===== src/rtl/rlc_stim_seq.sv =====
// rlc_stim_seq
// Programmable source-voltage sequencer for the RLC integrator stage.
// A table of N_SEG (level, duration) segments is played out one signed
// fixed-point level per accepted integrator step (valid/ready). The level
// of the previously accepted step is also presented for the RK4 stages.
//
// Ports
//   clk, rst          clock, asynchronous active-high reset
//   cfg_we/addr/level/dur  table write port (ignored while busy)
//   start             begin sequence at entry 0 (IDLE only)
//   abort             stop sequence, return to IDLE, no done pulse
//   step_ready        integrator accepts a step this cycle
//   u_valid, u_out    current source level and its valid flag
//   u_prev_out        level of the previous accepted step
//   seg_idx           active segment
//   step_cnt          accepted steps since start (wraps)
//   busy              sequence running
//   done              one-cycle pulse at sequence end
//
// Build option
//   RLC_STIM_LOOP_EN  when defined, the end of the table wraps back to
//                     entry 0 (done pulses on each wrap) instead of
//                     finishing; only abort or reset leave RUN.
module rlc_stim_seq #(
  parameter int W     = 18,
  parameter int N_SEG = 8,
  parameter int DUR_W = 24
) (
  input  logic                     clk,
  input  logic                     rst,
  input  logic                     cfg_we,
  input  logic [$clog2(N_SEG)-1:0] cfg_addr,
  input  logic signed [W-1:0]      cfg_level,
  input  logic [DUR_W-1:0]         cfg_dur,
  input  logic                     start,
  input  logic                     abort,
  input  logic                     step_ready,
  output logic                     u_valid,
  output logic signed [W-1:0]      u_out,
  output logic signed [W-1:0]      u_prev_out,
  output logic [$clog2(N_SEG)-1:0] seg_idx,
  output logic [31:0]              step_cnt,
  output logic                     busy,
  output logic                     done
);

  localparam int AW = $clog2(N_SEG);
  localparam logic [AW-1:0] IDX0 = {AW{1'b0}};

  typedef enum logic [1:0] {
    ST_IDLE = 2'd0,
    ST_RUN  = 2'd1,
    ST_DONE = 2'd2
  } state_t;

  logic signed [W-1:0] r_level [N_SEG];
  logic [DUR_W-1:0]    r_dur   [N_SEG];

  state_t              r_state;
  logic [DUR_W-1:0]    r_cnt;
  logic                r_u_valid;
  logic signed [W-1:0] r_u_out;
  logic signed [W-1:0] r_u_prev;
  logic [AW-1:0]       r_seg_idx;
  logic [31:0]         r_step_cnt;
  logic                r_busy;
  logic                r_done;

  logic                w_hs;
  logic [AW:0]         w_next_full;
  logic [AW-1:0]       w_next_idx;
  logic                w_seq_end;

  // u_valid is only ever set in RUN, so it doubles as the RUN qualifier.
  assign w_hs        = r_u_valid & step_ready;
  // One extra bit so that running off the last entry is seen as a carry.
  assign w_next_full = {1'b0, r_seg_idx} + {{AW{1'b0}}, 1'b1};
  assign w_next_idx  = w_next_full[AW-1:0];
  assign w_seq_end   = w_next_full[AW] | (r_dur[w_next_idx] == {DUR_W{1'b0}});

  // Segment table: cleared by reset, writable only while not running.
  always_ff @(posedge clk or posedge rst) begin
    if (rst) begin
      for (int k = 0; k < N_SEG; k++) begin
        r_level[k] <= {W{1'b0}};
        r_dur[k]   <= {DUR_W{1'b0}};
      end
    end else if (cfg_we && !r_busy) begin
      r_level[cfg_addr] <= cfg_level;
      r_dur[cfg_addr]   <= cfg_dur;
    end
  end

  // Sequencer FSM with all outputs registered.
  always_ff @(posedge clk or posedge rst) begin
    if (rst) begin
      r_state    <= ST_IDLE;
      r_cnt      <= {DUR_W{1'b0}};
      r_u_valid  <= 1'b0;
      r_u_out    <= {W{1'b0}};
      r_u_prev   <= {W{1'b0}};
      r_seg_idx  <= {AW{1'b0}};
      r_step_cnt <= 32'd0;
      r_busy     <= 1'b0;
      r_done     <= 1'b0;
    end else begin
      r_done <= 1'b0;
      case (r_state)
        ST_IDLE: begin
          if (start) begin
            // Reads the table before any same-cycle write lands.
            if (r_dur[IDX0] == {DUR_W{1'b0}}) begin
              r_state <= ST_DONE;
              r_done  <= 1'b1;
            end else begin
              r_state    <= ST_RUN;
              r_busy     <= 1'b1;
              r_u_valid  <= 1'b1;
              r_seg_idx  <= IDX0;
              r_cnt      <= r_dur[IDX0];
              r_u_out    <= r_level[IDX0];
              r_u_prev   <= {W{1'b0}};
              r_step_cnt <= 32'd0;
            end
          end
        end
        ST_RUN: begin
          if (abort) begin
            // Abort wins over a simultaneous handshake.
            r_state   <= ST_IDLE;
            r_busy    <= 1'b0;
            r_u_valid <= 1'b0;
            r_u_out   <= {W{1'b0}};
          end else if (w_hs) begin
            r_u_prev   <= r_u_out;
            r_step_cnt <= r_step_cnt + 32'd1;
            if (r_cnt != {{(DUR_W-1){1'b0}}, 1'b1}) begin
              r_cnt <= r_cnt - {{(DUR_W-1){1'b0}}, 1'b1};
            end else if (w_seq_end) begin
`ifdef RLC_STIM_LOOP_EN
              r_seg_idx <= IDX0;
              r_cnt     <= r_dur[IDX0];
              r_u_out   <= r_level[IDX0];
              r_done    <= 1'b1;
`else
              r_state   <= ST_DONE;
              r_busy    <= 1'b0;
              r_u_valid <= 1'b0;
              r_done    <= 1'b1;
`endif
            end else begin
              r_seg_idx <= w_next_idx;
              r_cnt     <= r_dur[w_next_idx];
              r_u_out   <= r_level[w_next_idx];
            end
          end
        end
        ST_DONE: begin
          // Both the normal exit and abort land in IDLE; u_prev is kept.
          r_state   <= ST_IDLE;
          r_busy    <= 1'b0;
          r_u_valid <= 1'b0;
          r_u_out   <= {W{1'b0}};
        end
        default: begin
          r_state   <= ST_IDLE;
          r_busy    <= 1'b0;
          r_u_valid <= 1'b0;
          r_u_out   <= {W{1'b0}};
        end
      endcase
    end
  end

  assign u_valid    = r_u_valid;
  assign u_out      = r_u_out;
  assign u_prev_out = r_u_prev;
  assign seg_idx    = r_seg_idx;
  assign step_cnt   = r_step_cnt;
  assign busy       = r_busy;
  assign done       = r_done;

endmodule


===== config.mk =====
export PLATFORM = sky130hd
export DESIGN_NAME = rlc_stim_seq
export DESIGN_NICKNAME = d
export VERILOG_FILES = /design/src/rtl/rlc_stim_seq.sv
export SDC_FILE = /design/constraint.sdc
export NUM_CORES = 1
export LEC_CHECK = 0
export BUFFER_PORTS_ARGS = -buffer_cell sky130_fd_sc_hd__buf_2
export CELL_PAD_IN_SITES_DETAIL_PLACEMENT = 1
export CELL_PAD_IN_SITES_GLOBAL_PLACEMENT = 2
export CORE_MARGIN = 2
export CORE_UTILIZATION = 43
export DETAILED_ROUTE_END_ITERATION = 7
export PLACE_DENSITY_LB_ADDON = 0.08
export SYNTH_ARGS = -nofsm -noshare
export SYNTH_HDL_FRONTEND = slang
export SYNTH_SLANG_ARGS = --single-unit

===== constraint.sdc =====
create_clock -name clk -period 17.55 [get_ports clk]
set_input_delay 1.755 -clock clk [delete_from_list [all_inputs] [get_ports clk]]
set_output_delay 1.755 -clock clk [all_outputs]
set_load 0.02 [all_outputs]

After elaboration in Yosys (flattened, before gate mapping)
Index checks and enable logic that the tools add are counted.
- memories: 0
- RAM bits: 0
- output and inout bits: 74
- word-level logic and storage cells: 124
- flip-flop bits (word level): 435
- latch bits: 0
- memory bits (read-only): 0
- bitwise operators: 4
- equal/unequal tests: 13
- shift-type cells: 0
- mux-type cells: 64
- add/subtract/negate cells: 3
- reductions and logical operators: 13
- div/mod/pow operators: 0
- multiply operators: 0
- order comparisons: 3
- operator list (cell ; count):
    two-way mux 18 bit ; 13
    two-way mux 24 bit ; 9
    bitwise mux 192 bit ; 1
    bitwise mux 144 bit ; 1
    two-way mux 32 bit ; 4
    binary-select mux 24 bit (select 3 bit) ; 1
    demux 24 bit (select 3 bit) ; 1
    one-hot mux 18 bit (2 select lines) ; 2
    one-hot mux 32 bit (2 select lines) ; 1
    binary-select mux 18 bit (select 3 bit) ; 1
    demux 18 bit (select 3 bit) ; 1
    zero test 24 bit ; 2
    one-hot mux 24 bit (2 select lines) ; 1
    adder 32 x 1 -> 32 bit (second input constant) ; 1
    inequality test 24 x 1 -> 1 bit (second input constant) ; 1
    subtractor 24 x 1 -> 24 bit (second input constant) ; 1
    two-way mux 3 bit ; 6
    inequality test 3 bit (second input constant) ; 5
    AND reduction 5 bit ; 3
    two-way mux 1 bit ; 12
    two-way mux 2 bit ; 6
    inequality test 2 bit (second input constant) ; 6
    greater-or-equal comparator 4 bit (second input constant) ; 2
    inverter 3 -> 4 bit ; 2
    15 further kinds ; 17

Depth between registers and ports, before layout
- depth in word-level cells: 12
- depth in mapped cells: 11
- gate-level depth less buffers: 9

Worst setup path before layout
No wires, ideal clock.
- kind: reg2reg
- start: reg r_seg_idx[1], in the netlist seg_idx[1]
- end: reg r_u_out[10], in the netlist u_out[10]
- period minus slack after synthesis: 3.755 ns
- cell stages (with the launch flop): 11
- setup slack: 13.795 ns
- data required time: 17.425 ns
- data arrival time: 3.630 ns
- buffers on the path: 2
- cells stage by stage: dfrtp_1 > ha_1 > xnor2_1 > clkbuf_1 > mux4_2 > mux2i_1 > nand4_1 > or4b_4 > a22oi_4 > buf_8 > mux2_4
- longest elaborated chain between the ends: 10
- elaborated cells between the ends (all ways): 17
- classes of those cells: add/sub: 1; eq/ne: 1; mux: 11; bitwise: 2; reduce/logical: 2
- ends and longest elaborated chain (item ; line ; text):
    start, declared ; 64 ; logic [AW-1:0] r_seg_idx;
    start signal, assigned ; 102 ; r_seg_idx <= {AW{1'b0}};
    start signal, assigned ; 152 ; r_seg_idx <= w_next_idx;
    adder 3 x 1 -> 4 bit * ; 77 ; assign w_next_full = {1'b0, r_seg_idx} + {{AW{1'b0}}, 1'b1};
    branches (longest 9 deep; another with binary-select mux 24 bit (select 3 bit)) ; -- ;
    end signal, assigned ; 121 ; r_u_out <= r_level[IDX0];
    end signal, assigned ; 133 ; r_u_out <= {W{1'b0}};
    end signal, assigned ; 154 ; r_u_out <= r_level[w_next_idx];
    end, declared ; 62 ; logic signed [W-1:0] r_u_out;
Mark *: on every way between the ends. The select of a mux whose other input is x is not followed.
A chain may end at the register's enable or synchronous reset.

Worst setup path in the final report
- start: reg r_seg_idx[0], in the netlist seg_idx[0]
- end: reg r_cnt[5]
- longest elaborated chain between the ends: 10
- elaborated cells between the ends (all ways): 14
- classes of those cells: add/sub: 1; eq/ne: 1; mux: 8; bitwise: 2; reduce/logical: 2
- ends and longest elaborated chain (item ; line ; text):
    adder 3 x 1 -> 4 bit * ; 77 ;
    branches (longest 9 deep; another with binary-select mux 24 bit (select 3 bit)) ; -- ;
    end signal, assigned ; 120 ; r_cnt <= r_dur[IDX0];
    end signal, assigned ; 138 ; r_cnt <= r_cnt - {{(DUR_W-1){1'b0}}, 1'b1};
    end signal, assigned ; 153 ; r_cnt <= r_dur[w_next_idx];
    end, declared ; 60 ; logic [DUR_W-1:0] r_cnt;
Marks and branches as above.

==> results.txt <==
Dividing the final minimum period by the clock period gives 0.3150. The deepest clock path buffer count came out at 3. In this run, post-CTS repair resized a total of 0 instances. The cell-internal power is 2.883 mW. After detailed routing, the number of remaining DRC violations is 0.

Max-cap violations in this run came to 0. The synthesized design contains 435 register bits. The sequential share of power is 0.411. The final setup violation count is 0.

After clock tree synthesis, the clock-pin slew on the worst setup and hold paths is 60 ps. Counting I/O delays and the setup requirement, the final critical path takes 5529 ps. The weighted congestion reported at the end of routability-driven placement came out at 0.7633. STA classifies the critical path startpoint as a register. Summing every instance area after synthesis gives 0.02057 mm^2. The Yosys warning count is 0. The cell depth of the worst min-delay path came out at 2. The area of the die is 0.04960 mm^2. The switching part of the total is 0.3371.

Ranked by total cell area, the synthesized netlist is headed by dfrtp_1 53%, mux2_2 20%, mux4_2 7.6%, nand2_1 2.6%, o21ai_0 2.0%. The slew at the pin closest to its max-slew limit is 1036 ps. The final setup TNS came out at 0 ps. In this run the tightest slew margin relative to its limit is 0.3093. Yosys instantiated no cell more often than dfrtp_1. The ratio of total power to cell area is 186.1 mW/mm^2. The sink count of the clock tree is 435. The cell taking the most area after synthesis is dfrtp_1. The hold violation total from the final report came out at 0. Along the worst path, the maximum fanout reaches 47. The count of pins on the block boundary came out at 125. The commonest cells after synthesis are 435 x dfrtp_1, 365 x mux2_2, 145 x nand2_1.

The worst register-to-register path has a depth of 8. The number of antenna violations at the first check in global routing is 2. Data arrives at the worst endpoint at 5990 ps. The flow ran to the end, and the final reports show no timing, DRC or antenna violations. In this run, the number of DRC markers left after iteration 0 of detailed routing was 622. Across every metal layer, demand over resource in global routing totals 0.2318.

The final max-slew violation count came out at 0. The number of buffers inserted by hold repair at cts came out at 0. The TritonCTS buffer count is 49.

Leaving out filler cells and counting taps, the final layout contains 2285. The total overflow left after global routing is 0. The portion of synthesized cell area occupied by the leading cell type is 0.5293. The clock tree from TritonCTS is built. For the final database, setup skew stands at 20.59 ps. Setup repair after global routing left no endpoint under its margin.

The cell count after synthesis came out at 1534. Across all register-to-register paths, the minimum setup slack is 12020 ps. The number of nets in the synthesized netlist is 1589. The final instance area came out at 0.02337 mm^2. The number of cell rows is 80.

The maximum clock rate came out at 0.1809 GHz. The proportion of layout cells with a drive suffix above 1 came out at 0.4086. The maximum vdd ir drop came out at 0.09296 mV.

The count of buffers inserted at the top-level ports is 124. The die width is 222.7 um. The part of the power in the clock network is 0.229. The leakage power figure came out at 10.29 nW.

The starting density of the core is 0.4335. The via count of the first global-routing pass is 14144. By startpoint and endpoint, the worst setup path is classified as reg -> reg. The sum of net half-perimeters after detailed placement came out at 34750 um. The synthesis-to-finish area growth is 13.62%. The number of optimization iterations in the first detailed-route pass is 4. The die height is 222.7 um. The number of routed nets with antenna violations is 0. In this run the worst hold path is classified as reg -> reg. Counting flops with an async set or reset pin after synthesis yields a share of 1.000. The worst setup timing slack at the placement stage came out at 11900 ps. The number of vias per cell after detailed routing is 5.705. The placed cell area came out at 0.02182 mm^2. After detailed routing, the total wire length is 56290 um. The overall via count from detail_route came out at 13035. The total power after layout is 4.349 mW. The share of total power dissipated in combinational logic is 0.359. The core footprint is 0.04745 mm^2. The layout filler cell count is 4803.

The clock tree synthesis step divided the H-tree into 2 levels. The net total in the final layout is 1691. Among all flip-flop cells after synthesis, the most frequent one is dfrtp_1. STA classifies the critical path endpoint as a register. The tree is rooted in a clkbuf_16.

The source-to-sink clock delay at the later pin of the worst-skew pair came out at 600 ps. The worst endpoint required time is 18020 ps. The maximum number of pins on one net before global-route repair is 165. The mean cell area of the mapped netlist is 13.41 um^2. The smallest setup slack after layout is 12020 ps. Counting flops with a built-in enable in the synthesized netlist gives 0. In the final routed layout, each cell accounts on average for 24.63 um. The global-route wire length before repair came out at 88330 um. The number of distinct library cells after synthesis came out at 54.

Of the synthesized area, sequential elements account for 0.5293. The number of buffers inserted by post-CTS setup repair came out at 0. The number of placed instances, taps included came out at 2200. The net switching power is 1.466 mW.
==> power by group through the flow <==
stage	clock network (mW)	logic (mW)	registers, mW
after floorplan	0	1.22	1.69
after global placement	0	1.53	1.78
after detailed placement	0	1.58	1.80
after CTS	1.03	1.59	1.79
after global routing	1.06	1.70	1.85
final	0.997	1.56	1.79
==> logic make-up (layout without fill, tap and decap cells) <==
kind of cell,Yosys count,after routing,share of synthesized area
adders and majority gates,4,4,0.002433
other,0,1,0
DFF,435,435,0.5293
and+or+nand+nor,327,327,0.07574
AOI/OAI and AO/OA,124,124,0.03583
buffers and inverters,108,243,0.02354
xor gates and xnor gates,49,49,0.02087
muxes,487,487,0.3123
==> flip-flops by register name (all words and copies together), names as in the netlist <==
name	count
done	1
r_state	2
u_out	18
busy	1
step_cnt	32
r_cnt	24
u_prev_out	18
r_level	144
seg_idx	3
r_dur	192
==> cells in the final DEF, fill, tap and decap left out, drive strengths merged, types with 4 or more instances in the layout <==
cell / count
and3: 12
mux4: 80
nor2b: 4
a21oi: 14
nand2: 145
clkinv: 8
buf: 147
nor2: 50
nand4: 13
a211oi: 6
xnor2: 21
o21ai: 82
nor4: 23
dfrtp: 435
nand3b: 4
nand3: 30
ha: 4
xor2: 28
nor3: 9
clkbuf: 72
mux2: 375
or3: 12
inv: 13
or4: 7
nand2b: 4
mux2i: 32
==> worst max-delay path, stage by stage, from the launching register on <==
cell	delay, ps
dfrtp_4	970
buf_4	850
mux4_1	670
or3_1	380
a211oi_2	310
o211ai_1	250
or4b_4	720
a21oi_4	780
mux2_2	410
==> metrics by stage <==
stage	hold slack [ps]	util
2_1_floorplan	470.4	-
4_1_cts	482.7	0.4925
6_report	481.5	0.4925
5_1_grt	512.6	0.4925
3_3_place_gp	458.5	0.4599
3_5_place_dp	469.2	0.4599
==> metal layers <==
metal / wire (um) / vias to the layer above / track usage
met5: 0 / - / 0
met4: 928 / 0 / 0.05369
met3: 1617 / 70 / 0.02923
met2: 26570 / 173 / 0.3705
met1: 27180 / 6980 / 0.3387
li1: - / 5812 / -
==> area by class of cell <==
cell class	instances	area [um^2]	area share
antenna	1	2.502	0.0001071
timing repair buffer	147	818.3	0.03502
multi-input combinational	991	9293	0.3977
sequential	435	10890	0.4660
clock inverter	12	161.4	0.006907
inverter	12	52.55	0.002249
tap	615	769.5	0.03293
clock buffer	72	1383	0.05916
==> final timing paths <==
path	start	to
hold reg to reg	u_prev_out[5]	u_prev_out[5]
setup / recovery	seg_idx[0]	r_cnt[5]
hold / removal	u_prev_out[5]	u_prev_out[5]
min in group asynchronous	rst	step_cnt[6]
setup reg to reg	seg_idx[0]	r_cnt[5]
max in group asynchronous	rst	r_dur[24]
Power figures use the tool's default switching activity.
